<file path="src/rtl/serial_subtractor.sv">
// Bit-serial D = A - B - Bi, LSB first, through one full-subtractor cell and a borrow FF.
// Result valid WIDTH edges after accept; in_ready only in IDLE, and DONE holds until out_ready.
module serial_subtractor #(
    parameter int WIDTH = 8
) (
    input  logic             clk,
    input  logic             rst_n,
    input  logic             in_valid,
    output logic             in_ready,
    input  logic [WIDTH-1:0] A,
    input  logic [WIDTH-1:0] B,
    input  logic             Bi,
    output logic             out_valid,
    input  logic             out_ready,
    output logic [WIDTH-1:0] D,
    output logic             Bo,
    output logic             busy
);
    localparam int CW = (WIDTH > 1) ? $clog2(WIDTH) : 1;
    localparam logic [CW-1:0] LAST = CW'(WIDTH - 1);

    typedef enum logic [1:0] {IDLE, SHIFT, DONE} state_t;
    state_t state, state_nxt;

    logic [WIDTH-1:0] op_a, op_b, res, res_nxt;
    logic             br, br_nxt, d_bit, last;
    logic [CW-1:0]    cnt;

    // Full-subtractor cell; res_nxt already carries this edge's difference bit in its MSB.
    always_comb begin
        d_bit            = op_a[0] ^ op_b[0] ^ br;
        br_nxt           = (~op_a[0] & op_b[0]) | (~(op_a[0] ^ op_b[0]) & br);
        res_nxt          = res >> 1;
        res_nxt[WIDTH-1] = d_bit;
    end

    assign last = (cnt == LAST);

    always_ff @(posedge clk or negedge rst_n) begin
        if (!rst_n) state <= IDLE;
        else        state <= state_nxt;
    end

    always_comb begin
        state_nxt = state;
        case (state)
            IDLE:    if (in_valid)  state_nxt = SHIFT;
            SHIFT:   if (last)      state_nxt = DONE;
            DONE:    if (out_ready) state_nxt = IDLE;
            default:                state_nxt = IDLE;
        endcase
    end

    always_comb begin
        in_ready  = (state == IDLE);
        out_valid = (state == DONE);
        busy      = (state != IDLE);
    end

    always_ff @(posedge clk or negedge rst_n) begin
        if (!rst_n) begin
            op_a <= '0;
            op_b <= '0;
            res  <= '0;
            br   <= 1'b0;
            cnt  <= '0;
            D    <= '0;
            Bo   <= 1'b0;
        end else begin
            case (state)
                IDLE: begin
                    if (in_valid) begin
                        op_a <= A;
                        op_b <= B;
                        br   <= Bi;
                        cnt  <= '0;
                    end
                end
                SHIFT: begin
                    op_a <= op_a >> 1;
                    op_b <= op_b >> 1;
                    br   <= br_nxt;
                    res  <= res_nxt;
                    cnt  <= cnt + CW'(1);
                    // D/Bo only update at completion so they hold across DONE->IDLE
                    if (last) begin
                        D  <= res_nxt;
                        Bo <= br_nxt;
                    end
                end
                default: ;
            endcase
        end
    end
endmodule

</file>
<file path="config.mk">
export PLATFORM = sky130hd
export DESIGN_NAME = serial_subtractor
export DESIGN_NICKNAME = d
export VERILOG_FILES = /design/src/rtl/serial_subtractor.sv
export SDC_FILE = /design/constraint.sdc
export NUM_CORES = 1
export LEC_CHECK = 0
export ABC_AREA = 0
export BUFFER_PORTS_ARGS = -buffer_cell sky130_fd_sc_hd__buf_2
export CORE_MARGIN = 5
export CORE_UTILIZATION = 46
export DETAILED_ROUTE_END_ITERATION = 10
export PLACE_DENSITY = 0.68
export SLEW_MARGIN = 20
export SYNTH_ARGS = -nofsm -noshare
export SYNTH_HDL_FRONTEND = slang
export SYNTH_SLANG_ARGS = --single-unit
</file>
<file path="constraint.sdc">
create_clock -name clk -period 1.8 [get_ports clk]
set_input_delay 0.36 -clock clk [delete_from_list [all_inputs] [get_ports clk]]
set_output_delay 0.36 -clock clk [all_outputs]
set_load 0.02 [all_outputs]
</file>
==> run metrics, run 1 <==
Mapped Area 1804 um2; number of flops mapped to enable cells by yosys 0; max_slew headroom 60.53%; Critical Path Max Stage Delay 0.51 ns; Vias per Instance 5.344; Routed Antenna Nets 0; R2R cell count 4; RSZ-0062 raised after global routing false; HP Class in2async; ys flop type dfrtp_1; total core area 3744 um2; fin. max-slew vios 0; Synth Register Bits 38; wire per inst 14.30 um; yosys warns 0; H-tree Lvls 2; post-CTS setup buffers 0; nets 226; hold_ws 0.006219 ns; # setup viols final 0; cells after synthesis 169; Leakage Power 0.001007 uW; Port Buf Inserts 32; Hold Buf Count CTS 0; asr flop ratio synth 100.0%; CP Capture Type primary output; Final period util 95.59%; Overall Global Routing Usage 14.96%; setup tns final 0 ns; CTS resizes 0; clock share of power 19.5%; Post-Route WL 3574 um; drt pass-1 iters 4; Clock Pin Slew Worst Setup and Hold Paths 0.07 ns; initial antenna violation count 0; worst path arrival time 1.36 ns; WP data required 1.44 ns; Clock Latency Late Sink 0.29 ns; CTS tree built; global-route wire length before repair 6078 um; worst setup margin 0.07938 ns; Initial Utilization 48.20%; CTS Buf Count 5; CP Class reg2out; Reg2Reg Setup Slack 0.33 ns; switching portion of total power 37.26%; Synth Area per Inst 10.68 um2; status finished, final reports clean; Clock Sinks 38; Combinational Power Share 39.0%; Initial DRC Count 45; Met1 Wirelength 1538 um; CTS root buf clkbuf_8; worst-margin pin slew 0.5908 ns; DIE AREA 5274 um2; GR Overflow Total 0; Layout Cells excl Fill 250; clk buf depth 2; shortest period the worst path allows 1.721 ns; worst flop-to-flop path endpoint D[1]; Startpoint Class flip-flop; syn nets 193; Site Rows 22; Syn-to-layout area delta 17.27%; share of layout cells above drive strength 1 34.65%; Fill cells 350; crit-path max FO 12; highest routed metal layer met4; Reg area 950.9 um2; CP max stage cell dfrtp_1; maxcap violations 0; Max Clock Freq 581.2 MHz; critical path launch point state[1]; via count 1,336; largest net degree at the start of global routing 21; DR DRC count 0; met2 wire len 1779 um; cell internal pwr 2324 uW; height of the die 72.63 um; detailed placer's ending HPWL 2610 um; pre-CTS setup slack 0.3260 ns; Critical R2R Launch cnt[0]; Seq pwr share 41.4%; worst clock skew 0.004237 ns; vias in the first global route 1,366; die width 72.63 um; Finished Cell Area 2116 um2; CP Cell Sequence or2_2 > inv_1 > buf_2; placed cell count 243; Cell variety after synth 28; placed inst area 2003 um2; peak supply drop 0.0007598 V; final hold violation count 0; total inserted antenna cells 0; multi-input logic area 748.2 um2; Final Wtd Congestion 0.7711; post-synthesis sequential area ratio 52.70%; met3 WL post-DR 191 um; PD cells 1751 nW/um2; I/O pins 33; Psw 1380 uW
==> cell usage after synthesis, types with 2 or more instances <==
cell | number | area share, %
buf_2 | 8 | 2.2
o22ai_1 | 14 | 4.9
mux2_2 | 7 | 4.4
ha_1 | 2 | 1.4
or2_2 | 2 | 0.69
nor3_1 | 21 | 5.8
dfrtp_1 | 38 | 53
a22o_1 | 2 | 0.97
nor3_2 | 12 | 6.7
o32ai_1 | 3 | 1.5
inv_1 | 4 | 0.83
nor2b_1 | 2 | 0.69
nand2_1 | 25 | 5.2
nor2_1 | 6 | 1.2
o31ai_1 | 2 | 0.83
o21ai_0 | 7 | 1.9
buf_6 | 3 | 1.9
==> layout make-up <==
type / instances / area share, %
multi-input combinational: 113 / 35.36
clock inverter: 1 / 1.419
clock buffer: 6 / 3.903
sequential: 38 / 44.94
timing repair buffer: 39 / 10.64
inverter: 5 / 0.8870
tap: 48 / 2.839
==> layer usage <==
layer	vias to the layer above	track usage [%]
met2	38	25.65
met3	7	3.306
met1	631	17.56
met4	0	7.377
li1	660	-
met5	-	0
==> critical path: cells and delay by family, from the launching register on <==
| kind | cells | cell delay (ns) |
|---|---|---|
| buf+inv | 2 | 0.20 |
| simple gates | 1 | 0.36 |
| flops | 1 | 0.51 |
==> cell families after synthesis <==
logic type | Yosys count | synth area share (%)
multiplexers | 9 | 5.548
buffers and inverters | 18 | 5.825
AND/OR/NAND/NOR | 72 | 22.89
flip-flops | 38 | 52.70
adder cells (fa/ha/maj) | 3 | 2.496
AO/OA/AOI/OAI | 29 | 10.54
==> how the worst max path moves through the flow <==
stage | depth (start not counted) | end
after floorplan | 5 | D[0]
after global placement | 4 | D[4]
after detailed placement | 4 | D[1]
after CTS | 3 | in_ready
after global routing | 3 | in_ready
final | 3 | in_ready
==> through the flow <==
| step | power (uW) | util, % |
|---|---|---|
| final | 3705 | 56.52 |
| after global routing | 3991 | 56.52 |
| after CTS | 3756 | 56.52 |
| after detailed placement | 3023 | 53.51 |
| after global placement | 2949 | 53.51 |
| after floorplan | 2608 | - |
==> sequential cells by signal, summed over array words and instances (netlist names) <==
register  cells
D             8
op_a          8
op_b          8
res           7
cnt           3
state         2
Bo            1
br            1
==> cells in the final DEF, fill, tap and decap left out, drive strengths merged <==
cell type  synthesis  layout
or3                1       1
nor2               6       6
inv                5       5
buf               12      39
or2                2       2
nand3b             1       1
o22ai             14      14
o21ai              7       7
o32ai              3       3
nand2b             2       2
fa                 1       1
nor2b              2       2
nand2             25      25
bufinv             0       1
clkbuf             1       6
dfrtp             38      38
o31ai              2       2
a221oi             1       1
mux2i              1       1
a22o               2       2
nor3              33      33
mux2               8       8
ha                 2       2
==> power by group through the flow <==
stage	registers, uW	logic, uW	clock network [uW]
floorplan	1580	1030	0
global placement	1530	1420	0
detailed placement	1560	1470	0
CTS	1540	1470	746
global route	1590	1610	785
finish	1540	1450	723
No activity file was read; power rests on OpenSTA's default activity.
==> run 2: changes to the inputs <==
- CORE_ASPECT_RATIO: not set -> 0.9
==> run 2 against run 1 <==
Net effect: clock-buffer cell count increased by 1; clock skew increased by 0.0058 ns; final cell count decreased by 0.80%; the run now ends with hold timing left; register-to-register slack about the same; highest routed layer unchanged; combinational power about the same; die area about the same.
==> run metrics, run 2 (same netlist as run 1, synthesis figures left out) <==
status complete, but fails checks; failing checks hold timing; initial antenna violation count 0 (unchanged); Finished Cell Area 2102 um2 (-0.65%); via count 1,371 (+2.6%); Max Clock Freq 588.0 MHz (+1.2%); Site Rows 21 (-4.5%); peak supply drop 0.0008093 V (+6.5%); CP Class reg2out; WP data required 1.44 ns (about the same); worst setup margin 0.09945 ns (+0.02007 ns); total core area 3757 um2 (+0.37%); setup tns final 0 ns (unchanged); CTS tree built; Startpoint Class flip-flop; GR Overflow Total 0 (unchanged); detailed placer's ending HPWL 2660 um (+1.9%); pre-CTS setup slack 0.3248 ns (-0.001174 ns); CTS Buf Count 5 (unchanged); Routed Antenna Nets 0 (unchanged); Clock Pin Slew Worst Setup and Hold Paths 0.08 ns (about the same); final hold violation count 5 (+5); clk buf depth 2 (unchanged); maxcap violations 0 (unchanged); largest net degree at the start of global routing 23 (+9.5%); CTS root buf clkbuf_8; Reg2Reg Setup Slack 0.32 ns (about the same); post-CTS setup buffers 0 (unchanged); Port Buf Inserts 32 (unchanged); I/O pins 33 (unchanged); Fill cells 336 (-4.0%); worst clock skew 0.01002 ns (+0.005778 ns); PD cells 1763 nW/um2 (+0.69%); Final Wtd Congestion 0.8169 (+5.9%); Clock Latency Late Sink 0.29 ns (about the same); shortest period the worst path allows 1.701 ns (-0.02007 ns); RSZ-0062 raised after global routing false; HP Class in2async; commonest non-fill, non-tap cell in the layout dfrtp_1; Leakage Power 0.0009953 uW (-1.2%); Final period util 94.48% (-1.1 points); CP Capture Type primary output; crit-path max FO 15 (+3); total inserted antenna cells 0 (unchanged); drt pass-1 iters 6 (+2); die width 76.02 um (+4.7%); largest registers D: 8 flops, op_a: 8 flops, op_b: 8 flops; Clock Sinks 38 (unchanged); wire per inst 15.23 um (+6.6%); Post-Route WL 3778 um (+5.7%); most frequent cells in the layout 36 x dfrtp_1, 32 x buf_2, 25 x nand2_1; Vias per Instance 5.528 (+3.4%); Initial Utilization 48.02% (-0.18 points); DR DRC count 0 (unchanged); worst-margin pin slew 0.4394 ns (-0.1514 ns); placed inst area 1993 um2 (-0.50%); H-tree Lvls 2 (unchanged); Final Power 3706 uW (about the same); Syn-to-layout area delta 16.51%; fin. max-slew vios 0 (unchanged); global-route wire length before repair 6596 um (+8.5%); hold_ws -0.003418 ns (-0.009637 ns); # setup viols final 0 (unchanged); max_slew headroom 70.71% (+10 points); worst path arrival time 1.34 ns (-0.02 ns); vias in the first global route 1,357 (-0.66%); Overall Global Routing Usage 15.58% (+0.63 points); Initial DRC Count 88 (+96%); height of the die 69.42 um (-4.4%); nets 225 (-0.44%); share of layout cells above drive strength 1 34.65% (unchanged); DIE AREA 5277 um2 (about the same)
-- run 2: cell count changes in the layout (fill, tap and decap cells not counted), sizes merged --
cell | previous run | this run
buf | 39 | 38
clkbuf | 6 | 7
-- run 2: repair_timing --
| action | 4_1_cts | 5_1_grt |
|---|---|---|
| endpoints found under the setup margin | 0 | 3 |
| hold buffers | 0 | 0 |
| resized for setup | 0 | 2 |
| endpoints found under the hold margin | 0 | 0 |
-- run 2: worst max-delay path, cell delays in order (launching register included) --
cell and delay (ns):
dfrtp_2 0.51, or2_2 0.33, inv_1 0.05, buf_2 0.15
-- run 2: report_power, final --
part | leakage (uW) | internal, uW | switching [uW]
registers | 0.000461 | 1250 | 301
clock network | 0.0000524 | 415 | 302
logic | 0.000481 | 622 | 812
total | 0.000995 | 2290 | 1410
-- run 2: worst paths after layout --
check / startpoint / endpoint / cells after the start
min: rst_n / op_b[5] / 1
max reg2reg: cnt[0] / D[1] / 4
max: state[0] / in_ready / 3
max in group asynchronous: rst_n / op_b[2] / 2
min reg2reg: res[1] / res[1] / 2
min in group clk: out_ready / state[1] / 2
-- run 2: layout make-up --
type                    instances  area [um2]  area share [%]
clock buffers                   7       76.32           3.631
clock inverters                 1       30.03           1.429
inverters                       5       18.77          0.8929
multi-input cells             113       748.2           35.60
flip-flops and latches         38       953.4           45.36
well taps                      46       57.56           2.738
repair buffers                 38       217.7           10.36
-- run 2: routing by layer --
metal | up-vias | track usage [%] | routed length (um)
li1 | 664 | - | -
met1 | 671 | 21.26 | 1743
met2 | 30 | 21.96 | 1763
met3 | 6 | 6.234 | 226
met4 | 0 | 6.126 | 45
met5 | - | 0 | 0
-- run 2: per-stage QoR --
stage / utilization (%) / hold slack [ns] / instances
after CTS: 55.88 / 0.02042 / 248
after floorplan: - / 0.06441 / 169
after global routing: 55.94 / 0.03179 / 248
final: 55.94 / -0.003418 / 248
after detailed placement: 53.05 / 0.3334 / 240
after global placement: 53.05 / 0.3168 / 240
==> run 3: changes to the inputs <==
- BUFFER_PORTS_ARGS: -buffer_cell sky130_fd_sc_hd__buf_2 -> -buffer_cell sky130_fd_sc_hd__clkbuf_2
==> run 3 against run 2 <==
Net effect: critical path type unchanged; power is 5.9% higher; core utilization is 0.97 points higher; wire length is 3.4% higher; clock skew is 0.0053 ns lower; worst setup slack better by 0.0068 ns; sequential share of layout area is 0.77 points lower; critical endpoint unchanged; via count is 0.95% higher; the flow now finishes without violations; clock-buffer cell count is 1 lower; hold slack better by 0.11 ns.
==> run metrics, run 3 (same netlist as run 1, synthesis figures left out) <==
HP Class in2async; Layout Cells excl Fill 248 (unchanged); vias in the first global route 1,456 (+7.3%); post-CTS setup buffers 0 (unchanged); H-tree Lvls 2 (unchanged); commonest non-fill, non-tap cell in the layout dfrtp_1; GR Overflow Total 0 (unchanged); Final period util 94.10% (-0.38 points); Initial DRC Count 106 (+20%); Hold Buf Count CTS 0 (unchanged); height of the die 69.42 um (unchanged); maxcap violations 0 (unchanged); worst clock skew 0.004760 ns (-0.005256 ns); drt pass-1 iters 4 (-2); die width 76.02 um (unchanged); clk buf depth 2 (unchanged); PD cells 1835 nW/um2 (+4.1%); Clock Sinks 38 (unchanged); shortest period the worst path allows 1.694 ns (-0.006792 ns); Final Wtd Congestion 0.7703 (-5.7%); total inserted antenna cells 0 (unchanged); crit-path max FO 11 (-4); RSZ-0062 raised after global routing false; CP Class reg2out; nets 225 (unchanged); DR DRC count 0 (unchanged); worst-margin pin slew 0.4823 ns (+0.04292 ns); placed inst area 1993 um2 (unchanged); largest registers D: 8 flops, op_a: 8 flops, op_b: 8 flops; peak supply drop 0.0007913 V (-2.2%); CTS Buf Count 5 (unchanged); DIE AREA 5277 um2 (unchanged); Max Clock Freq 590.4 MHz (+0.40%); total core area 3757 um2 (unchanged); Leakage Power 0.001018 uW (+2.3%); status finished, final reports clean; CTS root buf clkbuf_8; WP data required 1.44 ns (about the same); initial antenna violation count 0 (unchanged); Vias per Instance 5.581 (+0.95%); most frequent cells in the layout 36 x dfrtp_1, 32 x clkbuf_2, 25 x nand2_1; CTS tree built; placed cell count 240 (unchanged); # setup viols final 0 (unchanged); Routed Antenna Nets 0 (unchanged); fin. max-slew vios 0 (unchanged); Startpoint Class flip-flop; detailed placer's ending HPWL 2732 um (+2.7%); I/O pins 33 (unchanged); Clock Pin Slew Worst Setup and Hold Paths 0.08 ns (about the same); CTS resizes 0 (unchanged); via count 1,384 (+0.95%); Site Rows 21 (unchanged); Post-Route WL 3905 um (+3.4%); wire per inst 15.75 um (+3.4%); worst path arrival time 1.33 ns (about the same); max_slew headroom 67.85% (-2.9 points); share of layout cells above drive strength 1 35.64% (+0.99 points); CP Capture Type primary output; final hold violation count 0 (-5); Port Buf Inserts 32 (unchanged); Clock Latency Late Sink 0.29 ns (about the same); setup tns final 0 ns (unchanged); Initial Utilization 48.02% (unchanged); largest net degree at the start of global routing 39 (+70%); global-route wire length before repair 6927 um (+5.0%); Syn-to-layout area delta 18.52%; Overall Global Routing Usage 16.20% (+0.62 points); Finished Cell Area 2138 um2 (+1.7%); final core utilization 56.91% (+0.97 points)
## run 3: cell type report
cell class              instances  area, um2
fillers                       322       1619
flip-flops and latches         38      953.4
multi-input cells             113      748.2
repair buffers                 38      217.7
clock buffers                   6      82.58
clock inverters                 2      60.06
well taps                      46      57.56
inverters                       5      18.77
## run 3: layer usage
layer / up-vias / wire length (um) / global-route usage, %
met4: 0 / 56 / 5.138
met5: - / 0 / 0
li1: 663 / - / -
met2: 39 / 1887 / 24.90
met1: 676 / 1744 / 20.88
met3: 6 / 217 / 6.364
## run 3: power by group
group | internal, uW | total [uW] | switching [uW]
registers | 1250 | 1580 | 322
clock network | 591 | 895 | 304
logic | 638 | 1450 | 815
total | 2480 | 3920 | 1440
## run 3: final timing paths
path	start	endpoint	slack (ns)	cells after the start
hold reg to reg	res[1]	res[1]	0.49	2
max in group asynchronous	rst_n	state[0]	1.33	2
min in group clk	out_ready	state[1]	0.23	2
setup / recovery	state[0]	in_ready	0.11	3
hold / removal	rst_n	br	0.11	2
setup reg to reg	cnt[0]	D[6]	0.31	4
## run 3: stage by stage
step	power, uW	hold WS [ns]	worst slack [ns]
after floorplan	2608	0.06441	0.3783
after global placement	2957	0.4283	0.3767
after detailed placement	3048	0.4401	0.3128
after CTS	3960	0.1108	0.02531
after global routing	4222	0.1517	0.04929
final	3924	0.1113	0.1062
## run 3: critical path: stages (launching register included)
cell and delay [ns]:
dfrtp_2 0.49, or2_2 0.34, inv_1 0.06, clkbuf_2 0.16
